## src/rtl/sobel_pkg.sv

```systemverilog
// sobel_pkg: shared types and helpers for the streaming Sobel edge detector.
//   mode_e       - output selection (|Gx|, |Gy|, |Gx|+|Gy|, max)
//   sum_width()  - width of a (1,2,1) weighted sum and of its absolute difference
//   tot_width()  - width of the |Gx|+|Gy| result
//   sat_u32()    - clamp a value to the largest OUT_W-bit unsigned number
package sobel_pkg;

  typedef enum logic [1:0] {
    MODE_GX  = 2'd0,
    MODE_GY  = 2'd1,
    MODE_SUM = 2'd2,
    MODE_MAX = 2'd3
  } mode_e;

  // A (1,2,1) sum of three PIX_W values needs two extra bits; adding the two
  // absolute gradients needs one more.
  localparam int SUM_EXTRA_W = 2;
  localparam int TOT_EXTRA_W = 3;

  function automatic int sum_width(input int pix_w);
    return pix_w + SUM_EXTRA_W;
  endfunction

  function automatic int tot_width(input int pix_w);
    return pix_w + TOT_EXTRA_W;
  endfunction

  // Saturating clamp; callers keep their value within 32 bits.
  function automatic logic [31:0] sat_u32(input logic [31:0] v, input int out_w);
    logic [31:0] max_v;
    if (out_w >= 32) max_v = '1;
    else             max_v = (32'd1 << out_w) - 32'd1;
    return (v > max_v) ? max_v : v;
  endfunction

endpackage

```

## src/rtl/sobel_window3x3.sv

```systemverilog
// sobel_window3x3: 3x3 pixel window, column counter and border tagging.
// Each accepted vertical triple shifts in at the right (col 2) while the
// older columns move left. After an accept the window is centred on the
// previous beat, so the centre column is the current beat's column minus one.
// Optional feature macro: SOBEL_BORDER_REPLICATE_EN replaces the missing
// neighbour column at the row ends with the centre column.
// Ports:
//   clk, rst            clock, asynchronous active-low reset
//   in_valid_i/in_sol_i triple accepted / beat is column 0
//   row0_i..row2_i      top/middle/bottom pixel of the incoming column
//   win_o[row][col]     effective window (col 0 = left, 2 = right)
//   win_valid_o         one-cycle pulse: win_o holds a complete window
//   cen_col_o           column of the window centre
//   border_o            centre is column 0 or IMG_W-1
module sobel_window3x3
  import sobel_pkg::*;
#(
  parameter  int PIX_W = 12,
  parameter  int IMG_W = 640,
  localparam int CW    = $clog2(IMG_W)
) (
  input  logic                       clk,
  input  logic                       rst,
  input  logic                       in_valid_i,
  input  logic                       in_sol_i,
  input  logic [PIX_W-1:0]           row0_i,
  input  logic [PIX_W-1:0]           row1_i,
  input  logic [PIX_W-1:0]           row2_i,
  output logic [2:0][2:0][PIX_W-1:0] win_o,
  output logic                       win_valid_o,
  output logic [CW-1:0]              cen_col_o,
  output logic                       border_o
);

  localparam logic [CW-1:0] LAST_COL = CW'(IMG_W - 1);

  logic [2:0][2:0][PIX_W-1:0] win_q, win_d;
  logic [CW-1:0]              col_q, col_d, cur_col;
  logic [CW-1:0]              cen_q, cen_d;
  logic                       primed_q, primed_d;
  logic                       valid_q, valid_d;
  logic                       border_q, border_d;

  always_comb begin
    // in_sol forces column 0 even when the counter disagrees (re-alignment).
    cur_col  = in_sol_i ? '0 : col_q;
    win_d    = win_q;
    col_d    = col_q;
    cen_d    = cen_q;
    border_d = border_q;
    primed_d = primed_q;
    valid_d  = 1'b0;
    if (in_valid_i) begin
      for (int r = 0; r < 3; r++) begin
        win_d[r][0] = win_q[r][1];
        win_d[r][1] = win_q[r][2];
      end
      win_d[0][2] = row0_i;
      win_d[1][2] = row1_i;
      win_d[2][2] = row2_i;
      col_d       = (cur_col == LAST_COL) ? '0 : cur_col + CW'(1);
      cen_d       = (cur_col == '0) ? LAST_COL : cur_col - CW'(1);
      border_d    = (cur_col <= CW'(1));
      // The very first accept only fills the right column: nothing to emit.
      valid_d     = primed_q;
      primed_d    = 1'b1;
    end
  end

  always_ff @(posedge clk or negedge rst) begin
    if (!rst) begin
      win_q    <= '0;
      col_q    <= '0;
      cen_q    <= '0;
      border_q <= 1'b0;
      primed_q <= 1'b0;
      valid_q  <= 1'b0;
    end else begin
      win_q    <= win_d;
      col_q    <= col_d;
      cen_q    <= cen_d;
      border_q <= border_d;
      primed_q <= primed_d;
      valid_q  <= valid_d;
    end
  end

  always_comb begin
    win_o = win_q;
`ifdef SOBEL_BORDER_REPLICATE_EN
    // Row ends: the left column belongs to the previous row (centre 0) or the
    // right column to the next row (centre IMG_W-1); mirror the centre instead.
    for (int r = 0; r < 3; r++) begin
      if (cen_q == '0)      win_o[r][0] = win_q[r][1];
      if (cen_q == LAST_COL) win_o[r][2] = win_q[r][1];
    end
`endif
  end

  assign win_valid_o = valid_q;
  assign cen_col_o   = cen_q;
  assign border_o    = border_q;

endmodule

```

## src/rtl/sobel_edge_stream.sv

```systemverilog
// sobel_edge_stream: streaming 3x3 Sobel edge magnitude, one triple per beat.
// Optional feature macro: SOBEL_BORDER_REPLICATE_EN (replicate border columns
// instead of forcing border outputs to zero).
// Handshake: no backpressure. A beat is accepted on every rising edge with
// in_valid=1; out_valid=1 marks a cycle whose out_pix/out_col/out_border
// belong to one window, two clocks after the accept edge that completed it.
// Ports:
//   clk, rst                         clock, asynchronous active-low reset
//   in_valid, in_sol, mode           beat qualifier, column-0 marker, result select
//   row0_pixel, row1_pixel, row2_pixel  vertical triple of the current column
//   out_pix, out_valid, out_col, out_border  registered result and tags
module sobel_edge_stream
  import sobel_pkg::*;
#(
  parameter  int PIX_W     = 12,
  parameter  int OUT_W     = 12,
  parameter  int IMG_W     = 640,
  parameter  int OUT_SHIFT = 0,
  localparam int CW        = $clog2(IMG_W)
) (
  input  logic             clk,
  input  logic             rst,
  input  logic             in_valid,
  input  logic             in_sol,
  input  logic [1:0]       mode,
  input  logic [PIX_W-1:0] row0_pixel,
  input  logic [PIX_W-1:0] row1_pixel,
  input  logic [PIX_W-1:0] row2_pixel,
  output logic [OUT_W-1:0] out_pix,
  output logic             out_valid,
  output logic [CW-1:0]    out_col,
  output logic             out_border
);

  localparam int SW = sum_width(PIX_W);
  localparam int TW = tot_width(PIX_W);

  logic [2:0][2:0][PIX_W-1:0] win;
  logic                       win_valid;
  logic [CW-1:0]              cen_col;
  logic                       border0;

  sobel_window3x3 #(.PIX_W(PIX_W), .IMG_W(IMG_W)) u_win (
    .clk         (clk),
    .rst         (rst),
    .in_valid_i  (in_valid),
    .in_sol_i    (in_sol),
    .row0_i      (row0_pixel),
    .row1_i      (row1_pixel),
    .row2_i      (row2_pixel),
    .win_o       (win),
    .win_valid_o (win_valid),
    .cen_col_o   (cen_col),
    .border_o    (border0)
  );

  // Mode rides alongside the window so it applies to the beat it came with.
  mode_e mode0_q;

  // Stage 1: gradients from the effective window.
  logic [SW-1:0] cs_l, cs_r, rs_t, rs_b;
  logic [SW-1:0] agx_d, agy_d, agx_q, agy_q;
  mode_e         mode1_q;
  logic [CW-1:0] col1_q;
  logic          border1_q, v1_q;

  always_comb begin
    cs_l  = SW'(win[0][0]) + (SW'(win[1][0]) << 1) + SW'(win[2][0]);
    cs_r  = SW'(win[0][2]) + (SW'(win[1][2]) << 1) + SW'(win[2][2]);
    rs_t  = SW'(win[0][0]) + (SW'(win[0][1]) << 1) + SW'(win[0][2]);
    rs_b  = SW'(win[2][0]) + (SW'(win[2][1]) << 1) + SW'(win[2][2]);
    agx_d = (cs_r >= cs_l) ? cs_r - cs_l : cs_l - cs_r;
    agy_d = (rs_b >= rs_t) ? rs_b - rs_t : rs_t - rs_b;
  end

  // Stage 2: mode select, scale, saturate.
  logic [TW-1:0]    res, shifted;
  logic [OUT_W-1:0] pix_d;

  always_comb begin
    case (mode1_q)
      MODE_GX:  res = TW'(agx_q);
      MODE_GY:  res = TW'(agy_q);
      MODE_SUM: res = TW'(agx_q) + TW'(agy_q);
      default:  res = (agx_q >= agy_q) ? TW'(agx_q) : TW'(agy_q);
    endcase
    shifted = res >> OUT_SHIFT;
    pix_d   = OUT_W'(sat_u32(32'(shifted), OUT_W));
`ifndef SOBEL_BORDER_REPLICATE_EN
    if (border1_q) pix_d = '0;
`endif
  end

  always_ff @(posedge clk or negedge rst) begin
    if (!rst) begin
      mode0_q    <= MODE_GX;
      agx_q      <= '0;
      agy_q      <= '0;
      mode1_q    <= MODE_GX;
      col1_q     <= '0;
      border1_q  <= 1'b0;
      v1_q       <= 1'b0;
      out_pix    <= '0;
      out_col    <= '0;
      out_border <= 1'b0;
      out_valid  <= 1'b0;
    end else begin
      if (in_valid) mode0_q <= mode_e'(mode);
      v1_q <= win_valid;
      if (win_valid) begin
        agx_q     <= agx_d;
        agy_q     <= agy_d;
        mode1_q   <= mode0_q;
        col1_q    <= cen_col;
        border1_q <= border0;
      end
      out_valid <= v1_q;
      if (v1_q) begin
        out_pix    <= pix_d;
        out_col    <= col1_q;
        out_border <= border1_q;
      end
    end
  end

endmodule

```

## config.mk

```make
export PLATFORM = sky130hd
export DESIGN_NAME = sobel_edge_stream
export DESIGN_NICKNAME = d
export VERILOG_FILES = /design/src/rtl/sobel_pkg.sv /design/src/rtl/sobel_window3x3.sv /design/src/rtl/sobel_edge_stream.sv
export SDC_FILE = /design/constraint.sdc
export NUM_CORES = 1
export LEC_CHECK = 0
export ABC_AREA = 1
export BUFFER_PORTS_ARGS = -buffer_cell sky130_fd_sc_hd__buf_4
export CORE_MARGIN = 5
export CORE_UTILIZATION = 35
export CTS_CLUSTER_DIAMETER = 80
export CTS_CLUSTER_SIZE = 25
export DETAILED_ROUTE_END_ITERATION = 10
export HOLD_SLACK_MARGIN = 0.05
export SYNTH_ARGS = -nofsm -noshare
export SYNTH_HDL_FRONTEND = slang
export SYNTH_HIERARCHICAL = 1
export SYNTH_SLANG_ARGS = --single-unit
```

## constraint.sdc

```tcl
create_clock -name clk -period 5.35 [get_ports clk]
set_clock_uncertainty 0.1 [all_clocks]
set_input_delay 0.2675 -clock clk [delete_from_list [all_inputs] [get_ports clk]]
set_output_delay 0.2675 -clock clk [all_outputs]
set_load 0.005 [all_outputs]
```

[After elaboration in Yosys (flattened, before gate mapping)]
Cells that the tools add are included.
Cells by class
  add/sub/neg operators: 15
  order comparisons: 5
  eq/ne operators: 3
  mux-type cells: 10
  reductions and logical operators: 2
Operators by type and width (count)
  $add A12 B13 Y14: 4
  $add A14 B12 Y14: 4
  $sub A14 B14 Y14: 4
  $pmux W15 S3: 1
  $ge A14 B14 Y1: 3
  $mux W14: 3
  $mux W10: 3
  $mux W12: 2
  $add A14 B14 Y15: 1
  $gt A15 B12 Y1 const B: 1
  $add A10 B1 Y10 const B: 1
  $eq A10 B10 Y1 const B: 1
  $le A10 B1 Y1 const B: 1
  $logic_not A10 Y1: 1
  $sub A10 B1 Y10 const B: 1
  $eq A2 B1 Y1 const B: 1
  $eq A2 B2 Y1 const B: 1
  $logic_not A2 Y1: 1
  $mux W1: 1
Word-level totals
  bits in registers: 199
  word-level logic and storage cells: 60

[Depth between registers and ports, before layout]
  word-level depth: 6
  depth in mapped cells: 27
  mapped depth without buffers: 26

[By module]
The synthesis kept the hierarchy.
By module, submodules not included
  sobel_edge_stream: instances 1, cells an instance 1477, area each 10184.8 µm²
  sobel_window3x3: instances 1, cells an instance 609, area each 5346.4 µm²

[Worst setup path before layout]
OpenSTA, ideal clock, no wires.
  path kind: register -> register
  start point: reg u_win.win_q (netlist bit u_win/win_o[1])
  end point: reg agx_q[1]
  arrival time: 4017 ps
  data required time: 5118 ps
  slack: 1101 ps
  stages on the path, launching flop included: 25
  buffers on the path: 2
  clock period less this slack: 4249 ps
  cells stage by stage: dfrtp_1 > fa_1 > ha_1 > inv_1 > fa_1 > o21ai_0 > a21oi_1 > o21ai_0 > a21oi_1 > xor2_1 > inv_1 > ha_1 > clkbuf_1 > nand2_1 > inv_1 > nand2_1 > and3_1 > inv_1 > a21oi_1 > nand3_2 > inv_1 > buf_4 > nand2_1 > nand3_1 > o21ai_0
Between the ends
  word-level cells in the longest chain between the ends: 4
  elaborated cells between the ends (all ways): 6
  classes of those cells: add/sub (4); order compare (1); mux (1)
Ends and longest elaborated chain
  from (decl): line sobel_window3x3.sv:37  | logic [2:0][2:0][PIX_W-1:0] win_q, win_d;
  from (signal assigned): line sobel_window3x3.sv:79  | win_q <= win_d;
  $add A12 B13 Y14 (*): line sobel_edge_stream.sv:68  | cs_l = SW'(win[0][0]) + (SW'(win[1][0]) << 1) + SW'(win[2][0]);
  $add A14 B12 Y14 (*): line sobel_edge_stream.sv:68
  $sub A14 B14 Y14 or $ge A14 B14 Y1 (tied branches): line sobel_edge_stream.sv:72  | agx_d = (cs_r >= cs_l) ? cs_r - cs_l : cs_l - cs_r;
  $mux W14 (*): line sobel_edge_stream.sv:72
  to (signal assigned): line sobel_edge_stream.sv:111  | agx_q <= agx_d;
  to (decl): line sobel_edge_stream.sv:62  | logic [SW-1:0] agx_d, agy_d, agx_q, agy_q;
Mark *: on every way between the ends. The rest lies on a longest branch, timed or not.
A chain may end at the register's enable or synchronous reset.

[Final worst setup path]
Ends and elaborated chain as after synthesis.

==> results_dict.tcl <==
set metrics [dict create \
    antenna_left 0 \
    clk_pin_slew_ns 0.08 \
    cap_viol_max_count 0 \
    syn_area_per_cell_sq_um 7.45 \
    ys_ff_latch 199 \
    hpwl_um 33600 \
    root_buffer "clkbuf_16" \
    overflow 0 \
    wl_per_cell_um 15.4 \
    worstHoldEndpoint "u_win/win_o[66]" \
    rr_worst_depth 23 \
    synth.net_count 2318 \
    cts_tree "done" \
    setup_tns_ns 0 \
    dr.pass1.iters 5 \
    drive_gt1_share_pct 6.51 \
    fp.dieArea_sq_um 48700 \
    worstSetupPathType "reg2reg" \
    track_usage_pct 18.0 \
    core_area_sq_um 44000 \
    start_util_pct 35.3 \
    rsz0062_at_grt "no" \
    io_pins 66 \
    crit_top_cell "inv_1" \
    critPathCaptureType "register" \
    grt_pass1_wl_um 70300 \
    async_reset_ff_share_pct 100 \
    fin_nets 2385 \
    grt_pass1_vias 13500 \
    slew_viol_final 0 \
    path_cells "fa_1, ha_1, inv_1, fa_1, o21ai_0, buf_4, a21oi_1, o21ai_0, a21oi_1, xor2_1, inv_1, ha_1, nand2_1, inv_1, nand2_1, and3_1, inv_1, a21oi_1, nand3_2, inv_1, nand2_1, nand3_1, o21ai_0" \
    critPathRequiredTime_ns 5.58 \
    die_h_um 221 \
    h-tree-depth 4 \
    r2r_setup_slack_ns 0.59 \
    cts_setup_buffers 0 \
    synth_area_sq_um 15500 \
    final.period_utilization_pct 89.0 \
    hold_path_class "in2reg" \
    gp_congestion 0.925 \
    cts.sink_count 199 \
    synth_flop_cell "dfrtp_1" \
    drt_iter0_drc 852 \
    nFillCells 4628 \
    io_buffers 65 \
    r2r_end "agx_q[1]" \
    multi_input_area_sq_um 9280 \
    rows 77 \
    status "finished clean" \
    seqCellArea_sq_um 4980 \
    power.leakage_nw 9.10 \
    crit_slowest_cell "fa_1" \
    cp-start-kind "register" \
    synthToLayoutAreaGrowth_pct 12.7 \
    setup_viol 0 \
    hold_viol_final 0 \
    die_x_um 221 \
    synth_cell_types 46 \
    fmaxAchievable_mhz 210 \
    synthCells 2086 \
    drc 0 \
    hold_start "in_valid" \
    viasPerCell 4.84 \
    numCtsBuffers 17 \
    antenna_found_initial 1 \
    worstMarginPinSlew_ns 1.22 \
    hold_depth 3 \
    fin_crit_ns 4.76 \
    cpPeakStageDelay_ns 0.58 \
    dp.cells 2686 \
    setup_ws_ns 0.586 \
    worstSkewPairLatency_ns 0.47 \
    p_per_area_nw_per_um2 677 \
    crit_arrival_ns 4.99 \
    clockBufferDepth 2 \
    critical_path.max_fanout 12 \
    n_antenna_cell 0 \
    r2r_start "u_win/win_o[1]" \
    ir_drop_mv 0.403 \
    synth_edf_count 0 \
    yosysWarnings 6 \
    synth-seq-area-share_pct 32.1 \
    instances_no_fill 2758 \
    relSlewSlack_pct 18.1 \
    dp_slack_ns 0.608 \
    wl_um 42400 \
    grt_max_degree 123 \
    vias 13400 \
]
[synthesized netlist by cell type (9+ instances only)]
master,n,area [sq um]
xor2_1,82,718
dfrtp_1,199,4980
a31oi_1,26,163
nor3_1,11,55.1
a21o_1,12,90.1
xnor2_1,10,87.6
o21ai_0,158,791
a21oi_1,101,505
ha_1,137,1710
nand3_1,81,405
buf_2,10,50.1
o21bai_1,14,105
clkbuf_1,33,124
nand2_1,651,2440
inv_1,258,968
nor2_1,145,544
fa_1,53,1060
nand4_1,11,68.8
o211ai_1,9,67.6
[repair_timing]
action                    4_1_cts  5_1_grt
hold buffers                   40        0
hold endpoints to repair      131        0
gates resized for setup         0        0
[stage by stage]
| step | hold slack, ns | area (sq um) | total power [mW] | utilization (%) |
|---|---|---|---|---|
| finish | 0.173 | 17500 | 11.8 | 39.8 |
| global route | 0.200 | 17500 | 13.1 | 39.8 |
| CTS | 0.162 | 17500 | 11.9 | 39.8 |
| detailed placement | 0.307 | 16500 | 10.5 | 37.5 |
| global placement | 0.304 | 16500 | 10.5 | 37.5 |
| floorplan | -0.128 | 15500 | 8.32 | - |
[worst max-delay path, delay by kind of cell, from the launching register on]
family                     cells  cell delay, ns
DFF                            1            0.44
and+or+nand+nor                6            0.64
adders and majority gates      4            1.58
xor gates and xnor gates       1            0.21
AOI/OAI and AO/OA              6            0.90
buffers and inverters          6            0.74
[report_power, final]
| group | internal, mW | switching, mW |
|---|---|---|
| registers | 1.81 | 0.346 |
| clock network | 0.628 | 0.658 |
| logic | 2.96 | 5.44 |
| total | 5.40 | 6.45 |
[flip-flops by register name, summed over array words and instances, names as in the netlist, 2 cells and up]
name / count
u_win/win_o: 108
agx_q: 14
agy_q: 14
out_pix: 12
col1_q: 10
out_col: 10
u_win/cen_col_o: 10
u_win/col_q: 10
mode0_q: 2
mode1_q: 2
[kinds of logic after synthesis]
kind of cell / after synthesis / share of synthesized area (%)
fa+ha+maj: 190 / 17.9
buf+inv: 325 / 8.21
xor+xnor: 92 / 5.19
simple gates: 932 / 24.2
mux: 2 / 0.145
compound gates: 346 / 12.3
flops: 199 / 32.1
[routing by layer]
| layer | GRT usage (%) | part of all wire (%) | up-vias |
|---|---|---|---|
| met3 | 2.49 | 2.9 | 63 |
| met2 | 29.8 | 47 | 227 |
| li1 | - | - | 6761 |
| met5 | 0 | 0.031 | - |
| met4 | 6.22 | 2.9 | 2 |
| met1 | 24.4 | 47 | 6308 |
[cells in the final DEF, fill, tap and decap left out, types with 11 or more instances in the layout]
| cell | count |
|---|---|
| clkbuf_16 | 17 |
| buf_4 | 71 |
| nand4_1 | 11 |
| o21bai_1 | 14 |
| o21ai_0 | 158 |
| fa_1 | 53 |
| a21o_1 | 12 |
| a21oi_1 | 101 |
| nand2_1 | 651 |
| a31oi_1 | 26 |
| dfrtp_1 | 198 |
| ha_1 | 137 |
| dlygate4sd3_1 | 40 |
| inv_1 | 257 |
| nor2_1 | 145 |
| xor2_1 | 82 |
| nand3_1 | 81 |
| nor3_1 | 11 |
[worst max path at each step]
stage          depth (start not counted)      startpoint  slack, ns        end
2_1_floorplan                         24  u_win/win_o[1]       1.10   agx_q[1]
3_3_place_gp                          24  u_win/win_o[1]       0.70  agx_q[13]
3_5_place_dp                          23  u_win/win_o[1]       0.61   agx_q[1]
4_1_cts                               23  u_win/win_o[1]       0.57   agx_q[1]
5_1_grt                               24  u_win/win_o[1]       0.15  agx_q[13]
6_report                              23  u_win/win_o[1]       0.59   agx_q[1]
[area by class of cell]
| class | instances | area share [%] |
|---|---|---|
| Sequential cell | 199 | 28.5 |
| Tap cell | 592 | 4.23 |
| Clock buffer | 18 | 2.51 |
| Timing Repair Buffer | 112 | 5.41 |
| Multi-Input combinational cell | 1562 | 53.0 |
| Inverter | 261 | 5.60 |
| Clock inverter | 14 | 0.786 |
(Power assumes the default switching activity.)
